==> config.mk <==
export PLATFORM = sky130hd
export DESIGN_NAME = maq_enchimento_flat
export DESIGN_NICKNAME = d
export VERILOG_FILES = /design/src/rtl/maq_enchimento_if.sv /design/src/rtl/maq_enchimento.sv /design/src/flat_wrapper.sv
export SDC_FILE = /design/constraint.sdc
export NUM_CORES = 1
export LEC_CHECK = 0
export BUFFER_PORTS_ARGS = -buffer_cell sky130_fd_sc_hd__clkbuf_2
export CAP_MARGIN = 20
export CORE_ASPECT_RATIO = 2
export CORE_MARGIN = 8
export CORE_UTILIZATION = 50
export CTS_CLUSTER_DIAMETER = 200
export DETAILED_ROUTE_END_ITERATION = 8
export GPL_TIMING_DRIVEN = 1
export PLACE_DENSITY = 0.74
export SYNTH_ARGS = -nofsm -noshare
export SYNTH_HDL_FRONTEND = slang
export SYNTH_SLANG_ARGS = --single-unit
==> constraint.sdc <==
create_clock -name clk -period 2.5 [get_ports clk]
set_clock_uncertainty 0.05 [all_clocks]
set_input_delay 0.375 -clock clk [delete_from_list [all_inputs] [get_ports clk]]
set_output_delay 0.375 -clock clk [all_outputs]
set_load 0.005 [all_outputs]
==> src/rtl/maq_enchimento_if.sv <==
// Signal bundle between the filling-station controller and its surroundings:
// sensors and operator acknowledge in, belt gating, valve and status flags out.
interface maq_enchimento_if #(
   parameter int CNT_W = 8
);
   logic             ST;
   logic             PG_IN;
   logic             NV;
   logic             M;
   logic             ACK;
   logic             PG_OUT;
   logic             EV;
   logic [CNT_W-1:0] COUNT;
   logic             BATCH_DONE;
   logic             ALARM;
   logic             BUSY;

   modport master (
      output ST, PG_IN, NV, M, ACK,
      input  PG_OUT, EV, COUNT, BATCH_DONE, ALARM, BUSY
   );

   modport slave (
      input  ST, PG_IN, NV, M, ACK,
      output PG_OUT, EV, COUNT, BATCH_DONE, ALARM, BUSY
   );
endinterface

==> src/rtl/maq_enchimento.sv <==
// Filling-station controller sitting in front of the conveyor. It gates the
// bottle-position signal to hold the belt, lets the bottle settle, opens the
// fill valve until the level sensor trips (or a timeout raises an alarm),
// then releases the bottle and counts it towards the current batch.
module maq_enchimento #(
   parameter int SETTLE_CYC   = 4,
   parameter int FILL_TIMEOUT = 1000,
   parameter int RELEASE_CYC  = 50,
   parameter int BATCH_SIZE   = 12,
   parameter int CNT_W        = 8
) (
   input logic             clk,
   input logic             reset,
   maq_enchimento_if.slave busIf
);

   localparam int MAX_SF  = (SETTLE_CYC > FILL_TIMEOUT) ? SETTLE_CYC : FILL_TIMEOUT;
   localparam int MAX_CYC = (MAX_SF > RELEASE_CYC) ? MAX_SF : RELEASE_CYC;
   localparam int TIMER_W = $clog2(MAX_CYC + 1);

   localparam logic [TIMER_W-1:0] TIMER_ZERO   = '0;
   localparam logic [TIMER_W-1:0] TIMER_ONE    = TIMER_W'(1);
   localparam logic [TIMER_W-1:0] SETTLE_LAST  = TIMER_W'(SETTLE_CYC - 1);
   localparam logic [TIMER_W-1:0] FILL_LAST    = TIMER_W'(FILL_TIMEOUT - 1);
   localparam logic [TIMER_W-1:0] RELEASE_LAST = TIMER_W'(RELEASE_CYC - 1);
   localparam logic [CNT_W-1:0]   BATCH_FULL   = CNT_W'(BATCH_SIZE);
   localparam logic [CNT_W-1:0]   COUNT_ONE    = CNT_W'(1);

   typedef enum logic [2:0] {
      S_IDLE,
      S_SETTLE,
      S_FILL,
      S_RELEASE,
      S_ALARM,
      S_DONE
   } state_t;

   state_t             state_q, state_d;
   logic [TIMER_W-1:0] timer_q, timer_d;
   logic [CNT_W-1:0]   count_q, count_d;

   // Next-state, timer and batch-count decisions; the timer is cleared on every state change
   always_comb begin
      state_d = state_q;
      timer_d = timer_q;
      count_d = count_q;
      case (state_q)
         S_IDLE: begin
            if (busIf.ST && busIf.PG_IN) begin
               state_d = S_SETTLE;
               timer_d = TIMER_ZERO;
            end
         end
         S_SETTLE: begin
            if (!busIf.PG_IN) begin
               state_d = S_IDLE;
               timer_d = TIMER_ZERO;
            end else if (busIf.M) begin
               timer_d = TIMER_ZERO;
            end else if (timer_q == SETTLE_LAST) begin
               state_d = S_FILL;
               timer_d = TIMER_ZERO;
            end else begin
               timer_d = timer_q + TIMER_ONE;
            end
         end
         S_FILL: begin
            if (busIf.NV) begin
               state_d = S_RELEASE;
               timer_d = TIMER_ZERO;
               if (count_q < BATCH_FULL) begin
                  count_d = count_q + COUNT_ONE;
               end
            end else if (busIf.ST) begin
               if (timer_q == FILL_LAST) begin
                  state_d = S_ALARM;
                  timer_d = TIMER_ZERO;
               end else begin
                  timer_d = timer_q + TIMER_ONE;
               end
            end
         end
         S_RELEASE: begin
            if (timer_q == RELEASE_LAST) begin
               if (!busIf.PG_IN) begin
                  state_d = (count_q == BATCH_FULL) ? S_DONE : S_IDLE;
                  timer_d = TIMER_ZERO;
               end
            end else begin
               timer_d = timer_q + TIMER_ONE;
            end
         end
         S_ALARM: begin
            if (busIf.ACK) begin
               state_d = S_RELEASE;
               timer_d = TIMER_ZERO;
            end
         end
         S_DONE: begin
            if (busIf.ACK) begin
               state_d = S_IDLE;
               timer_d = TIMER_ZERO;
               count_d = '0;
            end
         end
         default: begin
            state_d = S_IDLE;
            timer_d = TIMER_ZERO;
         end
      endcase
   end

   // State, timer and count registers with asynchronous reset
   always_ff @(posedge clk or posedge reset) begin
      if (reset) begin
         state_q <= S_IDLE;
         timer_q <= TIMER_ZERO;
         count_q <= '0;
      end else begin
         state_q <= state_d;
         timer_q <= timer_d;
         count_q <= count_d;
      end
   end

   // Outputs are decoded from the state register so reset drops them immediately;
   // the valve additionally follows ST so a system stop pauses the fill.
   assign busIf.PG_OUT     = (state_q == S_SETTLE) || (state_q == S_FILL) || (state_q == S_ALARM);
   assign busIf.EV         = (state_q == S_FILL) && busIf.ST;
   assign busIf.ALARM      = (state_q == S_ALARM);
   assign busIf.BATCH_DONE = (state_q == S_DONE);
   assign busIf.BUSY       = (state_q != S_IDLE);
   assign busIf.COUNT      = count_q;

endmodule

==> src/flat_wrapper.sv <==
// flat-port wrapper written by rule: the top's interface ports become plain ports
module maq_enchimento_flat 
#(
   parameter int SETTLE_CYC   = 4,
   parameter int FILL_TIMEOUT = 1000,
   parameter int RELEASE_CYC  = 50,
   parameter int BATCH_SIZE   = 12,
   parameter int CNT_W        = 8
)
  (clk, reset, busIf_ST, busIf_PG_IN, busIf_NV, busIf_M, busIf_ACK, busIf_PG_OUT, busIf_EV, busIf_COUNT, busIf_BATCH_DONE, busIf_ALARM, busIf_BUSY);
  maq_enchimento_if #(.CNT_W(CNT_W)) busIf_i ();
  input logic clk;
  input logic reset;
  input wire logic [$bits(busIf_i.ST)-1:0] busIf_ST;
  input wire logic [$bits(busIf_i.PG_IN)-1:0] busIf_PG_IN;
  input wire logic [$bits(busIf_i.NV)-1:0] busIf_NV;
  input wire logic [$bits(busIf_i.M)-1:0] busIf_M;
  input wire logic [$bits(busIf_i.ACK)-1:0] busIf_ACK;
  output wire logic [$bits(busIf_i.PG_OUT)-1:0] busIf_PG_OUT;
  output wire logic [$bits(busIf_i.EV)-1:0] busIf_EV;
  output wire logic [$bits(busIf_i.COUNT)-1:0] busIf_COUNT;
  output wire logic [$bits(busIf_i.BATCH_DONE)-1:0] busIf_BATCH_DONE;
  output wire logic [$bits(busIf_i.ALARM)-1:0] busIf_ALARM;
  output wire logic [$bits(busIf_i.BUSY)-1:0] busIf_BUSY;
  assign busIf_i.ST = busIf_ST;
  assign busIf_i.PG_IN = busIf_PG_IN;
  assign busIf_i.NV = busIf_NV;
  assign busIf_i.M = busIf_M;
  assign busIf_i.ACK = busIf_ACK;
  assign busIf_PG_OUT = busIf_i.PG_OUT;
  assign busIf_EV = busIf_i.EV;
  assign busIf_COUNT = busIf_i.COUNT;
  assign busIf_BATCH_DONE = busIf_i.BATCH_DONE;
  assign busIf_ALARM = busIf_i.ALARM;
  assign busIf_BUSY = busIf_i.BUSY;
  maq_enchimento #(.SETTLE_CYC(SETTLE_CYC), .FILL_TIMEOUT(FILL_TIMEOUT), .RELEASE_CYC(RELEASE_CYC), .BATCH_SIZE(BATCH_SIZE), .CNT_W(CNT_W)) u_core (.clk(clk), .reset(reset), .busIf(busIf_i));
endmodule
* Word-level counts from Yosys, hierarchy flattened
Index checks and enable logic that the tools add are counted.
Operators by class: divide/modulo/power cells 0, $add $sub $neg 2, reductions and logical operators 11, bitwise logic cells 0, equality and inequality tests 22, mux-type cells 28, multiply operators 0, shift-type cells 0, $lt $le $gt $ge 1
Operators with widths (number):
- $mux W10 | 10
- $pmux W10 S5 | 1
- $mux W3 | 12
- $mux W8 | 3
- $pmux W3 S6 | 1
- $pmux W8 S2 | 1
- $add A10 B1 Y10 const B | 1
- $eq A10 B10 Y1 const B | 1
- $eq A10 B2 Y1 const B | 1
- $eq A10 B6 Y1 const B | 1
- $ne A3 B3 Y1 const B | 3
- $reduce_and A9 Y1 | 1
- $add A8 B1 Y8 const B | 1
- $eq A8 B4 Y1 const B | 1
- $lt A8 B4 Y1 const B | 1
- $ne A2 B1 Y1 const B | 4
- $ne A2 B2 Y1 const B | 4
- $reduce_and A4 Y1 | 2
- $eq A3 B2 Y1 const B | 2
- $eq A3 B3 Y1 const B | 2
- $ne A3 B2 Y1 const B | 2
- $eq A3 B1 Y1 const B | 1
- $logic_not A3 Y1 | 1
- $reduce_bool A3 Y1 | 1
- 4 further kinds | 6
Storage, ports and cells: input port bits 7, latch bits 0, output and inout port bits 13, ROM bits 0, bits in registers 21, RAM bits 0, memories kept 0, word-level logic and storage cells 67

* Depth between registers and ports, before layout
depth after elaboration 5, gate-level depth with buffers 7, mapped depth without buffers 7

* Worst setup path after synthesis
Ideal clock, no wire load.
path type register to register, from register u_core.timer_q[2], to register u_core.timer_q[5], arrival time 2.218 ns, data required time 2.324 ns, cell stages (with the launch flop) 7, clock period less this slack 2.394 ns, path slack 0.106 ns, path through dfrtp_1 > buf_6 > or4_4 > or4_4 > a221oi_4 > nor2_2 > a221o_1
On the way: longest elaborated chain between the ends 5
Ends and longest elaborated chain:
- start: declaration | RTL line maq_enchimento.sv:39 | logic [TIMER_W-1:0] timer_q, timer_d;
- start signal: assignment | RTL line maq_enchimento.sv:121 | timer_q <= timer_d;
- $add A10 B1 Y10 (tied with other cells) | RTL line maq_enchimento.sv:64, maq_enchimento.sv:79, maq_enchimento.sv:90
- $mux W10, on equally long branches | RTL line maq_enchimento.sv:75, maq_enchimento.sv:60
- $mux W10, on equally long branches | RTL line maq_enchimento.sv:74, maq_enchimento.sv:58
- $mux W10, on equally long branches | RTL line maq_enchimento.sv:68, maq_enchimento.sv:55
- $pmux W10 S5 | RTL line maq_enchimento.sv:47 | case (state_q)
Several ways; a longest one is shown, not always the timed one. The select of a mux whose other input is x is not followed. A chain may end at the register's enable or synchronous reset.

* Final worst setup path
from register u_core.timer_q[3], to register u_core.timer_q[9]
The elaborated chain is that of the path after synthesis.

==> results.sh <==
export IMPL_syn_inst=142
export IMPL_start_kind="register"
export IMPL_cts_tree="yes"
export IMPL_synthToLayoutAreaGrowth_pct=15.1
export IMPL_die_y_um=88.3
export IMPL_synthArstFlopShare_pct=100
export IMPL_grt_use_total_pct=15.9
export IMPL_fin_cells=194
export IMPL_antenna_found_initial=0
export IMPL_placedCellCount=189
export IMPL_place_area_mm2=0.00145
export IMPL_ys_seq_area_share_pct=40.2
export IMPL_overflow=0
export IMPL_core_mm2=0.00254
export IMPL_cts_sinks=21
export IMPL_htree_levels=1
export IMPL_setup_violations=0
export IMPL_final_cell_mix="21 x dfrtp_1, 19 x clkbuf_2, 11 x nor2_1, 11 x nand3_1"
export IMPL_cts_buffers=3
export IMPL_r2r_slack_ps=70
export IMPL_hold_violations=0
export IMPL_cp_arrival_ps=2540
export IMPL_crit_path_start="u_core.timer_q[3]"
export IMPL_critical_path_class="register to register"
export IMPL_synth_mux_area_share_pct=2.49
export IMPL_num_rows=26
export IMPL_drive_above_1_share_pct=27.1
export IMPL_ys_ff_latch=21
export IMPL_drtPass1Iterations=6
export IMPL_outcome="complete, no violations"
export IMPL_peakVddDrop_mv=0.455
export IMPL_yosysWarningCount=0
export IMPL_cts_root_buf="clkbuf_8"
export IMPL_synth_edff_count=0
export IMPL_synth_xor_area_share_pct=1.34
export IMPL_gp_congestion=0.922
export IMPL_cp_required_ps=2610
export IMPL_vias=1224
export IMPL_cap_violations=0
export IMPL_portBuffers=19
export IMPL_synthFlopType="dfrtp_1"
export IMPL_synth_fp_nets=153
export IMPL_post_place_ws_ps=82.7
export IMPL_drv_slew=0
export IMPL_yosysUniqueCellTypes=46
export IMPL_synthSimpleGateAreaFrac_pct=32.2
export IMPL_worst_setup_path_end_kind="register"
export IMPL_reg2reg_from="u_core.timer_q[3]"
export IMPL_viasPerCell=6.31
export IMPL_design_area_mm2=0.00151
export IMPL_final_common_cell="dfrtp_1"
export IMPL_grt_pass1_vias=1245
export IMPL_worst_slew_pin_slew_ps=830
export IMPL_path_max_fanout=6
export IMPL_synth_top_family_by_area="simple AND/OR/NAND/NOR gates"
export IMPL_holdBufCountCts=0
export IMPL_postSynthAreaPerCell_um2=9.21
export IMPL_antenna_left=0
export IMPL_drcViolationCount=0
export IMPL_dpl_hpwl_mm=2.60
export IMPL_synth_cell_area_mm2=0.00131
export IMPL_insertion_delay_ps=270
export IMPL_setup_tns_final_ps=0
export IMPL_rsz0062_at_grt="no"
export IMPL_maxSlewHeadroom_pct=44.6
export IMPL_fin_crit_ps=2430
export IMPL_dieArea_mm2=0.00461
export IMPL_fmax_ghz=0.411
export IMPL_synthAdderAreaFrac_pct=3.83
export IMPL_grt_pass1_wl_mm=5.69
export IMPL_first_iter_violations=41
export IMPL_ios=20
export IMPL_routedWlPerCell_um=17.6
export IMPL_synth_compound_area_share_pct=16.6
export IMPL_period_share_pct=97.2
export IMPL_r2r_cells=6
export IMPL_leakagePower_nw=0.709
export IMPL_num_antenna_cells=0
export IMPL_routed_wl_mm=3.41
export IMPL_worstHoldPathType="primary input to async pin"
export IMPL_holdWs_ps=193
export IMPL_timing_rr_end="u_core.timer_q[9]"
export IMPL_cts_buffer_depth=2
export IMPL_start_util_pct=51.5
export IMPL_nets=178
export IMPL_fin_ws_ps=68.8
export IMPL_die_x_um=52.2
export IMPL_path_clk_slew_ps=80
export IMPL_grt_start_max_net_pins=22
export IMPL_power_density_mw_per_mm2=981
## critical path, stage by stage, from the launching register on
cell	delay, ps
dfrtp_1	410
or4_4	530
or4_4	520
a221oi_4	330
buf_6	160
o21ai_0	90
a22o_2	220
## per-layer routing
layer / global-route usage (%) / routed length, µm / vias up
met5: 0 / 0 / -
met4: 7.82 / 103 / 0
met3: 2.02 / 157 / 13
met2: 30.1 / 1920 / 39
met1: 15.8 / 1220 / 600
li1: - / - / 572
## through the flow
| stage | util [%] | total power [W] |
|---|---|---|
| CTS | 58.9 | 0.00145 |
| global route | 59.3 | 0.00160 |
| global placement | 57.0 | 0.00118 |
| floorplan | - | 0.000989 |
| detailed placement | 57.0 | 0.00121 |
| finish | 59.3 | 0.00148 |
## flip-flops by register name (all words and copies together), names as in the netlist
register,count
u_core.timer_q,10
u_core.busIf.COUNT,8
u_core.state_q,3
## what timing repair did
| action | 4_1_cts | 5_1_grt |
|---|---|---|
| gates resized for setup | 0 | 1 |
| endpoints found under the setup margin | 0 | 3 |
| setup buffers | 0 | 1 |
## how the worst max path moves through the flow
stage,endpoint,cells past startpoint,slack (ps)
2_1_floorplan,u_core.timer_q[5],6,110
3_3_place_gp,u_core.timer_q[5],5,120
3_5_place_dp,u_core.timer_q[5],5,80
4_1_cts,u_core.timer_q[5],5,70
5_1_grt,u_core.timer_q[2],6,1
6_report,u_core.timer_q[9],6,70
## cells in the mapped netlist, types with 3 or more instances
cell      number  share of area (%)
nor3_1         3                1.1
o21ai_0       10                3.8
or3_1          4                1.9
a22o_2         4                3.1
nand2_1       10                2.9
inv_1          6                1.7
and3_1         4                1.9
a21oi_1        7                2.7
and2_1         4                1.9
nor2_1        11                3.2
dfrtp_1       21                 40
nand3_1       11                4.2
ha_1           4                3.8
nand2b_1       3                1.4
## logic make-up (layout without fill, tap and decap cells)
kind of cell               count (synthesis)  count (layout)
AOI/OAI and AO/OA                         30              30
xor gates and xnor gates                   2               2
adders and majority gates                  4               4
buffers and inverters                     10              34
DFF                                       21              21
muxes                                      3               3
and+or+nand+nor                           72              72
## power by group
| part | switching (W) | internal [W] |
|---|---|---|
| Sequential | 0.000105 | 0.000405 |
| Clock | 0.000120 | 0.000113 |
| Combinational | 0.000399 | 0.000334 |
## cell type report
type,count,area [µm²]
well taps,28,35.0
repair buffers,24,136
multi-input cells,111,737
inverters,6,22.5
flip-flops and latches,21,526
fillers,236,1030
clock inverters,1,7.51
clock buffers,3,41.3
Note: power is estimated with default switching activity, not from simulation.
